### src/rtl/hazard_unit.sv
`default_nettype none
// +----------------------------------------------------------------------------+
// | hazard_unit: RAW interlock for the five-stage core (no forwarding paths).  |
// | Rev 1.0 - initial release                                                  |
// +----------------------------------------------------------------------------+
module hazard_unit #(
  parameter bit WB_BYPASS = 1'b1,
  parameter int CNT_W     = 16
) (
  input  logic             clk,
  input  logic             resetn,
  input  logic             instr_valid_d_i,
  input  logic [4:0]       rs1_idx_d_i,
  input  logic [4:0]       rs2_idx_d_i,
  input  logic             rs1_used_d_i,
  input  logic             rs2_used_d_i,
  input  logic             reg_write_en_d_i,
  input  logic [4:0]       rd_idx_d_i,
  input  logic             taken_d_i,
  output logic             enable_h_o,
  output logic             bubble_h_o,
  output logic             flush_h_o,
  output logic             rs1_depended_h_o,
  output logic [CNT_W-1:0] stall_cnt_h_o
);

  localparam logic [4:0] C_X0 = 5'd0;

  typedef struct packed {
    logic       pend;
    logic [4:0] rd;
  } slot_t;

  slot_t            r_slot_e;
  slot_t            r_slot_m;
  slot_t            r_slot_w;
  logic [CNT_W-1:0] r_stall_cnt;

  logic w_rs1_haz;
  logic w_rs2_haz;
  logic w_hazard;

  // With a write-first regfile the WB slot's value is visible to ID in the same cycle.
  function automatic logic src_pending(input logic [4:0] idx, input slot_t e,
                                       input slot_t m, input slot_t w);
    return (e.pend && (e.rd == idx)) ||
           (m.pend && (m.rd == idx)) ||
           (!WB_BYPASS && w.pend && (w.rd == idx));
  endfunction

  assign w_rs1_haz = instr_valid_d_i && rs1_used_d_i && (rs1_idx_d_i != C_X0) &&
                     src_pending(rs1_idx_d_i, r_slot_e, r_slot_m, r_slot_w);
  assign w_rs2_haz = instr_valid_d_i && rs2_used_d_i && (rs2_idx_d_i != C_X0) &&
                     src_pending(rs2_idx_d_i, r_slot_e, r_slot_m, r_slot_w);
  assign w_hazard  = w_rs1_haz || w_rs2_haz;

  assign enable_h_o       = ~w_hazard;
  assign bubble_h_o       = w_hazard;
  assign rs1_depended_h_o = w_rs1_haz;
  // A redirect resolved from stale operands is suppressed until the stall clears.
  assign flush_h_o        = taken_d_i && !w_hazard && instr_valid_d_i;
  assign stall_cnt_h_o    = r_stall_cnt;

  always_ff @(posedge clk or negedge resetn) begin
    if (!resetn) begin
      r_slot_e    <= '0;
      r_slot_m    <= '0;
      r_slot_w    <= '0;
      r_stall_cnt <= '0;
    end else begin
      r_slot_e.pend <= !w_hazard && instr_valid_d_i && reg_write_en_d_i &&
                       (rd_idx_d_i != C_X0);
      r_slot_e.rd   <= rd_idx_d_i;
      r_slot_m      <= r_slot_e;
      r_slot_w      <= r_slot_m;
      if (w_hazard && (r_stall_cnt != '1)) begin
        r_stall_cnt <= r_stall_cnt + CNT_W'(1);
      end
    end
  end

endmodule
`default_nettype wire
### config.mk
export PLATFORM = sky130hd
export DESIGN_NAME = hazard_unit
export DESIGN_NICKNAME = d
export VERILOG_FILES = /design/src/rtl/hazard_unit.sv
export SDC_FILE = /design/constraint.sdc
export NUM_CORES = 1
export LEC_CHECK = 0
export ABC_AREA = 1
export CORE_AREA = 2 2 64 72
export CTS_BUF_LIST = sky130_fd_sc_hd__clkbuf_16
export CTS_CLUSTER_SIZE = 25
export DETAILED_ROUTE_END_ITERATION = 12
export DIE_AREA = 0 0 66 74
export GPL_ROUTABILITY_DRIVEN = 0
export PLACE_DENSITY_LB_ADDON = 0.15
export RECOVER_POWER = 100
export SLEW_MARGIN = 10
export SYNTH_ARGS = -nofsm -noshare
export SYNTH_HDL_FRONTEND = slang
export SYNTH_SLANG_ARGS = --single-unit
### constraint.sdc
create_clock -name clk -period 1.9 [get_ports clk]
set_clock_uncertainty 0.1 [all_clocks]
set_input_delay 0.57 -clock clk [delete_from_list [all_inputs] [get_ports clk]]
set_output_delay 0.57 -clock clk [all_outputs]
set_load 0.03 [all_outputs]
== Word-level counts from Yosys, hierarchy flattened ==
Index checks and enable logic that the tools add are counted.

* Add/sub/neg operators: 1
* Equality and inequality tests: 5
* Bitwise operators: 1
* Reductions and logical operators: 23

{| class="wikitable"
|+ Operators by type and width
! operator !! number
|-
| equality test 5 bit || 4
|-
| adder 16 x 1 -> 16 bit, second input constant || 1
|-
| logical AND 1 bit || 16
|-
| inequality test 16 bit, second input constant || 1
|-
| nonzero test 5 bit || 3
|-
| logical OR 1 bit || 3
|-
| zero test 1 bit || 1
|-
| inverter 1 bit || 1
|}

* Bits in registers: 28
* Output and inout port bits: 20

== Depth between registers and ports, before layout ==
Gate-level depths: netlist of the first run.

* Depth after elaboration: 9
* Gate-level depth with buffers: 12

== Worst setup path before layout of the first run ==
Ideal clock, no wire load.

* Kind: input port to output port
* Start point: in rs1_idx_d_i[2]
* End point: out flush_h_o
* Arrival time: 1.821 ns
* Data required time: 1.230 ns
* Path slack: -0.591 ns
* Cell stages on the path: 9
* Path through: nor3_1 > nand3_1 > nand3_1 > inv_1 > nand2_1 > nand2_2 > inv_1 > nand2_1 > nor2_1

* Word-level cells in the longest chain between the ends: 8
* Elaborated cells between the ends (all ways): 12
* Classes of those cells: eq/ne (2); reduce/logical (10)

{| class="wikitable"
|+ RTL lines
! what !! line !! text
|-
| start, declared || 13 || <nowiki>input logic [4:0] rs1_idx_d_i,</nowiki>
|-
| equality test 5 bit, on equally long branches || 46, 47 ||
|-
| logical AND 1 bit, on equally long branches || 46, 47 ||
|-
| logical OR 1 bit || 46 || <nowiki>return (e.pend && (e.rd == idx)) ||</nowiki>
|-
| logical AND 1 bit * || 51 || <nowiki>assign w_rs1_haz = instr_valid_d_i && rs1_used_d_i && (rs1_idx_d_i != C_X0) &&</nowiki>
|-
| logical OR 1 bit * || 55 || <nowiki>assign w_hazard = w_rs1_haz || w_rs2_haz;</nowiki>
|-
| zero test 1 bit * || 61 || <nowiki>assign flush_h_o = taken_d_i && !w_hazard && instr_valid_d_i;</nowiki>
|-
| logical AND 1 bit * (2 in a row) || 61 ||
|-
| end, declared || 22 || <nowiki>output logic flush_h_o,</nowiki>
|}

Every way passes the cells marked *; elsewhere a longest branch is shown, timed or not.

== Final worst setup path of the first run ==
* Start point: in rs1_idx_d_i[4]
* End point: out bubble_h_o

* Word-level cells in the longest chain between the ends: 5
* Elaborated cells between the ends (all ways): 9
* Classes of those cells: eq/ne (2); reduce/logical (7)

{| class="wikitable"
|+ RTL lines
! what !! line !! text
|-
| equality test 5 bit, on equally long branches || 46, 47 ||
|-
| logical AND 1 bit, on equally long branches || 46, 47 ||
|-
| logical OR 1 bit || 46 ||
|-
| logical AND 1 bit * || 51 ||
|-
| logical OR 1 bit * || 55 ||
|-
| end, declared || 21 || <nowiki>output logic bubble_h_o,</nowiki>
|}

Marked as above.

==> impl_results.md, run 1 <==
* Tcrit/Tclk final at 121%
* Violated checks: negative setup slack
* Worst Path Arrival at 1.62 ns
* Clock slew at reported path FFs at 0.06 ns
* Die Y-Extent at 74 µm
* Syn. warnings at 0
* Initial drt markers at 52
* Syn Nets at around 290
* Total grt overflow at 0
* Final nets at 349
* Max_cap viols at 0
* Synthesized cell area at 1790 µm²
* Gr usage total at 18.6%
* DRC errors left at 0
* CP Capture Point: bubble_h_o
* Synth Instances at 263
* Worst R2R Start: stall_cnt_h_o[0]
* Ports at 42
* Share of cells above drive strength 1 at a little over a quarter
* Endpoints failing hold at 0
* Post-Route WL at 4250 µm
* FF+latch count, synth at 28
* RSZ-0062 raised after global routing: true
* Sequential element share of the synthesized area at 39.1%
* LEAKAGE at around 0.0014 µW
* Status: complete, but fails checks
* Drt wl/cell at 11.2 µm
* TritonCTS Sinks at 28
* Initial antenna violation count at 0
* Die Span X at around 66 µm
* Root Driver: clkbuf_16
* Syn Area/Cell at 6.81 µm²
* Dpl hpwl at approximately 3300 µm
* Relative slew slack at between 50% and 60%
* Final Max Tran Viols at 0
* Largest net degree at the start of global routing at 29
* Number of antenna diodes at 0
* Required @ worst endpoint at about 1.2 ns
* R2r setup slk at roughly 0.12 ns
* Global-route wire length before repair at between 7000 and 8000 µm
* Core Area at 4190 µm²
* PortBufs at 41
* Via count at roughly 1800
* Critical Path Start: rs1_idx_d_i[4]
* Crit path kind: in2out
* CP startpoint kind: input pin
* Row cnt at 25
* CP endpoint kind: output port
* Dpl ws at -0.967 ns
* Crit Path Max Fanout at 4
* Pwr dens at 540 nW/µm²
* Final setup violating endpoints at 4
* CTS buffer count at 3
* Yosys cell types at 25
* Least-Margin Pin Slew at between 0.6 and 0.7 ns
* TritonCTS clock tree: yes
* Post-layout util at between 60 and 70%
* Clock Latency Late Sink at 0.25 ns
* Remaining antenna violation count after routing at 0
* Number of global-route vias before repair at 1674
* Max clock buf depth at 2
* Setup slack after layout at -0.393 ns
* Drt via density at ~4.7
* Number of detailed-route iterations in the first pass at 5
* Post-layout minimum cycle time at 2.29 ns
* CTS H-Tree Depth at 1
* Hold WC Path Type: reg2reg
* FMAX at ~440 MHz
* Crit Reg-Reg Endpoint: stall_cnt_h_o[5]
* Register-to-Register Path Depth at 10
* HP Start: r_slot_e[5]
* Setup TNS at -1.34 ns
* Peak VDD IR at 268 µV
* Die area at 4880 µm²
* Initial core utilization at between 40% and 50%
* Layout area overhead at 42.2%
## registers in the layout, indices dropped and copies added, names as in the netlist
| name | flops |
|---|---|
| r_slot_m | 6 |
| stall_cnt_h_o | 16 |
| r_slot_e | 6 |
## placed cells by master (no fill, tap or decap), drive strengths merged, types with 4 or more instances in the layout
cell type,n
buf,34
clkbuf,6
dfrtp,28
dlygate4sd2,18
dlygate4sd3,6
inv,35
nand2,109
nand3,28
nand4,5
nor2,32
xnor2,4
xor2,6
## layout make-up
class | count | area [µm²]
tap | 54 | 67.6
timing repair buffer | 63 | 544
clock buffer | 3 | 75.1
inverter | 37 | 163
fill | 406 | 1640
sequential | 28 | 702
multi-input combinational | 193 | 996
## cells by family (layout without fill, tap and decap cells)
family,Yosys count,count (layout),share of synthesized area [%]
AND/OR/NAND/NOR,179,179,44.1
buffers and inverters,42,103,10.1
adder cells (fa/ha/maj),1,1,0.698
flip-flops,28,28,39.1
XOR/XNOR,10,10,4.89
AO/OA/AOI/OAI,3,3,1.05
## per-layer routing
metal / track usage, % / up-vias / part of all wire [%]
li1: - / 931 / -
met1: 22.8 / 810 / 41
met2: 34.1 / 34 / 53
met3: 3.03 / 8 / 4.0
met4: 4.99 / 0 / 2.0
met5: 0 / - / 0
## timing repair
item / 4_1_cts / 5_1_grt
setup endpoints to repair: 36 / 20
pin swaps: 19 / 16
gates resized for setup: 82 / 20
hold buffers: 0 / 0
buffers inserted: 0 / 5
endpoints found under the hold margin: 0 / 0
## through the flow
step | instances | hold slack [ns] | power [µW] | cell area [µm²]
2_1_floorplan | 263 | 0.174 | 795 | 1850
3_3_place_gp | 371 | 0.293 | 933 | 2400
3_5_place_dp | 371 | 0.295 | 938 | 2400
4_1_cts | 374 | 0.309 | 1390 | 2480
5_1_grt | 378 | 0.332 | 1440 | 2550
6_report | 378 | 0.305 | 1370 | 2550
## worst max-delay path: stages
cell and delay, ns:
buf_6 0.10, buf_6 0.11, nor3_4 0.11, nand3_1 0.08, nand3_1 0.07, inv_1 0.05
nand2_2 0.08, nand2_4 0.07, buf_4 0.13, buf_6 0.12, buf_6 0.13
## report_power, final
part | total, µW | switching (µW) | internal (µW)
Combinational | 260 | 152 | 108
Clock | 458 | 179 | 278
Sequential | 657 | 31.2 | 626
## synth_stat cells
cell type  instances  area [µm²]
nor2_1            30         113
nand3b_1           1        7.51
o41ai_1            1        8.76
nand3b_4           1        20.0
nor2_4             1        11.3
dfrtp_1           28         701
nand4_1            5        31.3
buf_2              1        5.00
or2_2              1        6.26
inv_2              6        22.5
buf_4              2        15.0
buf_6              2        22.5
nand2_2            1        6.26
nand2_4            2        22.5
nor2_8             1        20.0
nand3_1           27         135
inv_1             30         113
nand3_2            1        10.0
xor2_1             6        52.6
nor3_1             2        10.0
xnor2_1            4        35.0
nand2_1          106         398
o21ai_0            2        10.0
clkinv_1           1        3.75
ha_1               1        12.5
## worst min path at each step
| stage | to | cells after the start |
|---|---|---|
| 3_3_place_gp | r_slot_m[5] | 0 |
| 6_report | r_slot_m[5] | 0 |
| 3_5_place_dp | r_slot_m[5] | 0 |
| 2_1_floorplan | r_slot_e[0] | 0 |
| 4_1_cts | r_slot_m[5] | 0 |
| 5_1_grt | r_slot_m[5] | 0 |
(Power assumes the default switching activity.)
==> run 2, diff against run 1 <==
--- a/config.mk
+++ b/config.mk
@@ -11,7 +11,6 @@
 export CTS_CLUSTER_SIZE = 25
 export DETAILED_ROUTE_END_ITERATION = 12
 export DIE_AREA = 0 0 66 74
-export GPL_ROUTABILITY_DRIVEN = 0
 export PLACE_DENSITY_LB_ADDON = 0.15
 export RECOVER_POWER = 100
 export SLEW_MARGIN = 10
==> impl_results.md, run 2 (same netlist as run 1, synthesis figures left out) <==
* Status: complete, but fails checks
* Violated checks: negative setup slack
* Final setup violating endpoints at 4 (unchanged)
* CP max stage cell: dfrtp_1
* Die Span X at 66 µm (unchanged)
* Gr usage total at 19.8% (+1.2 points)
* CP startpoint kind: register
* Design Power at 1390 µW (+1.2%)
* Drt via density at 4.76 (+0.85%)
* Remaining antenna violation count after routing at 0 (unchanged)
* TritonCTS clock tree: yes
* Total grt overflow at 0 (unchanged)
* Hold_buf cts at 0 (unchanged)
* Initial drt markers at 75 (+44%)
* Clock slew at reported path FFs at 0.06 ns (about the same)
* Critical Path Start: r_slot_e[3]
* Post-layout util at 61.8% (+1.0 points)
* Crit path kind: reg2out
* Commonest non-fill, non-tap cell in the layout: nand2_1
* Clock Latency Late Sink at 0.26 ns (about the same)
* Required @ worst endpoint at 1.23 ns (about the same)
* Largest stage delay, worst path at 0.42 ns (+0.29 ns)
* FMAX at 432 MHz (-0.89%)
* Fillers at 419 (+3.2%)
* Root Driver: clkbuf_16
* CP endpoint kind: output port
* Die Y-Extent at 74 µm (unchanged)
* Post-Route WL at 4540 µm (+6.8%)
* Final nets at 354 (+1.4%)
* Peak VDD IR at 389 µV (+45%)
* Number of global-route vias before repair at 1724 (+3.0%)
* Worst-path cell chain: inv_1 > nand2_1 > nand2_1 > nor2_1 > nand3_1 > nand2_1 > nand2_2 > nand2_4 > clkinvlp_4 > nand2_4 > nor2_4 > buf_6
* Max clock buf depth at 2 (unchanged)
* RSZ-0062 raised after global routing: true
* Worst Path Arrival at 1.64 ns (+0.02 ns)
* DRC errors left at 0 (unchanged)
* PortBufs at 41 (unchanged)
* Max reg flops at 16 (unchanged)
* Max_cap viols at 0 (unchanged)
* Reg area at 702 µm² (unchanged)
* Share of cells above drive strength 1 at 28.6% (+2.0 points)
* Global-route wire length before repair at 7450 µm (+3.8%)
* Via count at 1822 (+2.2%)
* R2r setup slk at 0.05 ns (-0.07 ns)
* GP Congestion at between 0.8 and 0.9
* CTS buffer count at 3 (unchanged)
* Die area at 4880 µm² (unchanged)
* Setup slack after layout at -0.414 ns (-0.0205 ns)
* Worst R2R Start: stall_cnt_h_o[0]
* CP dominant cell by count: nand2_1
* TritonCTS Sinks at 28 (unchanged)
* Largest net degree at the start of global routing at 29 (unchanged)
* LEAKAGE at 0.00150 µW (+3.6%)
* CP Capture Point: flush_h_o
* Relative slew slack at 52.9% (-1.9 points)
* Row cnt at 25 (unchanged)
* Least-Margin Pin Slew at 0.707 ns (+0.0286 ns)
* Footprint of the multi-input gates at 1020 µm² (+2.4%)
* Tcrit/Tclk final at 122% (+1.1 points)
* Hold WC Path Type: reg2reg
* Endpoints failing hold at 0 (unchanged)
* Final Max Tran Viols at 0 (unchanged)
* Dpl hpwl at 3330 µm (+2.6%)
* Core Area at 4190 µm² (unchanged)
* Register-to-Register Path Depth at 9 (-1)
* Drt wl/cell at 11.9 µm (+5.5%)
* Initial antenna violation count at 0 (unchanged)
* Commonest cells after routing, fill and taps aside: nand2_1, dfrtp_1, nand3_1, buf_4, nor2_1
* Number of antenna diodes at 0 (unchanged)
* Layout area overhead at 44.6%
* Ports at 42 (unchanged)
* CTS H-Tree Depth at 1 (unchanged)
* Initial core utilization at 42.7% (unchanged)
* Crit Reg-Reg Endpoint: stall_cnt_h_o[0]
* Dpl ws at -0.951 ns (+0.0158 ns)
* Crit Path Max Fanout at 4 (unchanged)
* Number of detailed-route iterations in the first pass at 4 (-1)
* Post-layout minimum cycle time at 2.31 ns (+0.0205 ns)
* Pwr dens at 537 nW/µm² (-0.47%)
[run 2: cell count changes in the layout (fill, tap and decap cells not counted), moves of 2 or more]
cell     delta
nand2_2     -3
inv_2       +2
nand2_1     +2
nand3_2     +2
buf_4       +5
nand3_1     -2
[run 2: worst min-delay path by stage]
stage / from / to / slack [ns] / cells after the start
final: r_slot_e[5] / r_slot_m[5] / 0.32 / 0
after global routing: r_slot_e[5] / r_slot_m[5] / 0.34 / 0
after CTS: r_slot_e[0] / r_slot_m[0] / 0.32 / 0
after detailed placement: r_slot_e[0] / r_slot_m[0] / 0.30 / 0
after global placement: r_slot_e[0] / r_slot_m[0] / 0.30 / 0
after floorplan: resetn / r_slot_e[0] / 0.17 / 0
[run 2: layout make-up]
class	instances	share of cell area, %
Clock buffer	3	2.90
Inverter	37	6.28
Multi-Input combinational cell	194	39.4
Sequential cell	28	27.1
Tap cell	54	2.61
Timing Repair Buffer	67	21.8
[run 2: where the power goes]
| group | leakage (µW) | switching [µW] | total, µW | internal, µW |
|---|---|---|---|---|
| Clock | 0.0000370 | 187 | 466 | 279 |
| Sequential | 0.000363 | 33.0 | 658 | 625 |
| Combinational | 0.00110 | 157 | 268 | 111 |
| Total | 0.00150 | 377 | 1390 | 1020 |
[run 2: per-layer routing]
layer,vias to the layer above,global-route usage (%),wire [µm]
li1,943,-,-
met1,831,23.2,1870
met2,40,36.7,2410
met3,8,3.33,162
met4,0,7.03,93
met5,-,0,0
[run 2: worst max-delay path: cells and delay by family (launching register included)]
family / cells / cell delay (ns)
AND/OR/NAND/NOR: 9 / 0.63
buffers and inverters: 3 / 0.33
flip-flops: 1 / 0.42
[run 2: what timing repair did]
action	CTS	global route
gates resized for setup	89	17
pin swaps	20	13
hold endpoints to repair	0	0
setup buffers	1	9
cloned	0	1
endpoints found under the setup margin	36	20
[run 2: metrics by stage]
step	area, µm²	setup TNS, ns	hold slack [ns]	cells
3_3_place_gp	2400	-14.61	0.299	371
6_report	2590	-1.48	0.318	383
4_1_cts	2510	-1.27	0.320	375
2_1_floorplan	1850	-0.408	0.174	263
3_5_place_dp	2400	-15.24	0.304	371
5_1_grt	2590	-2.59	0.344	383
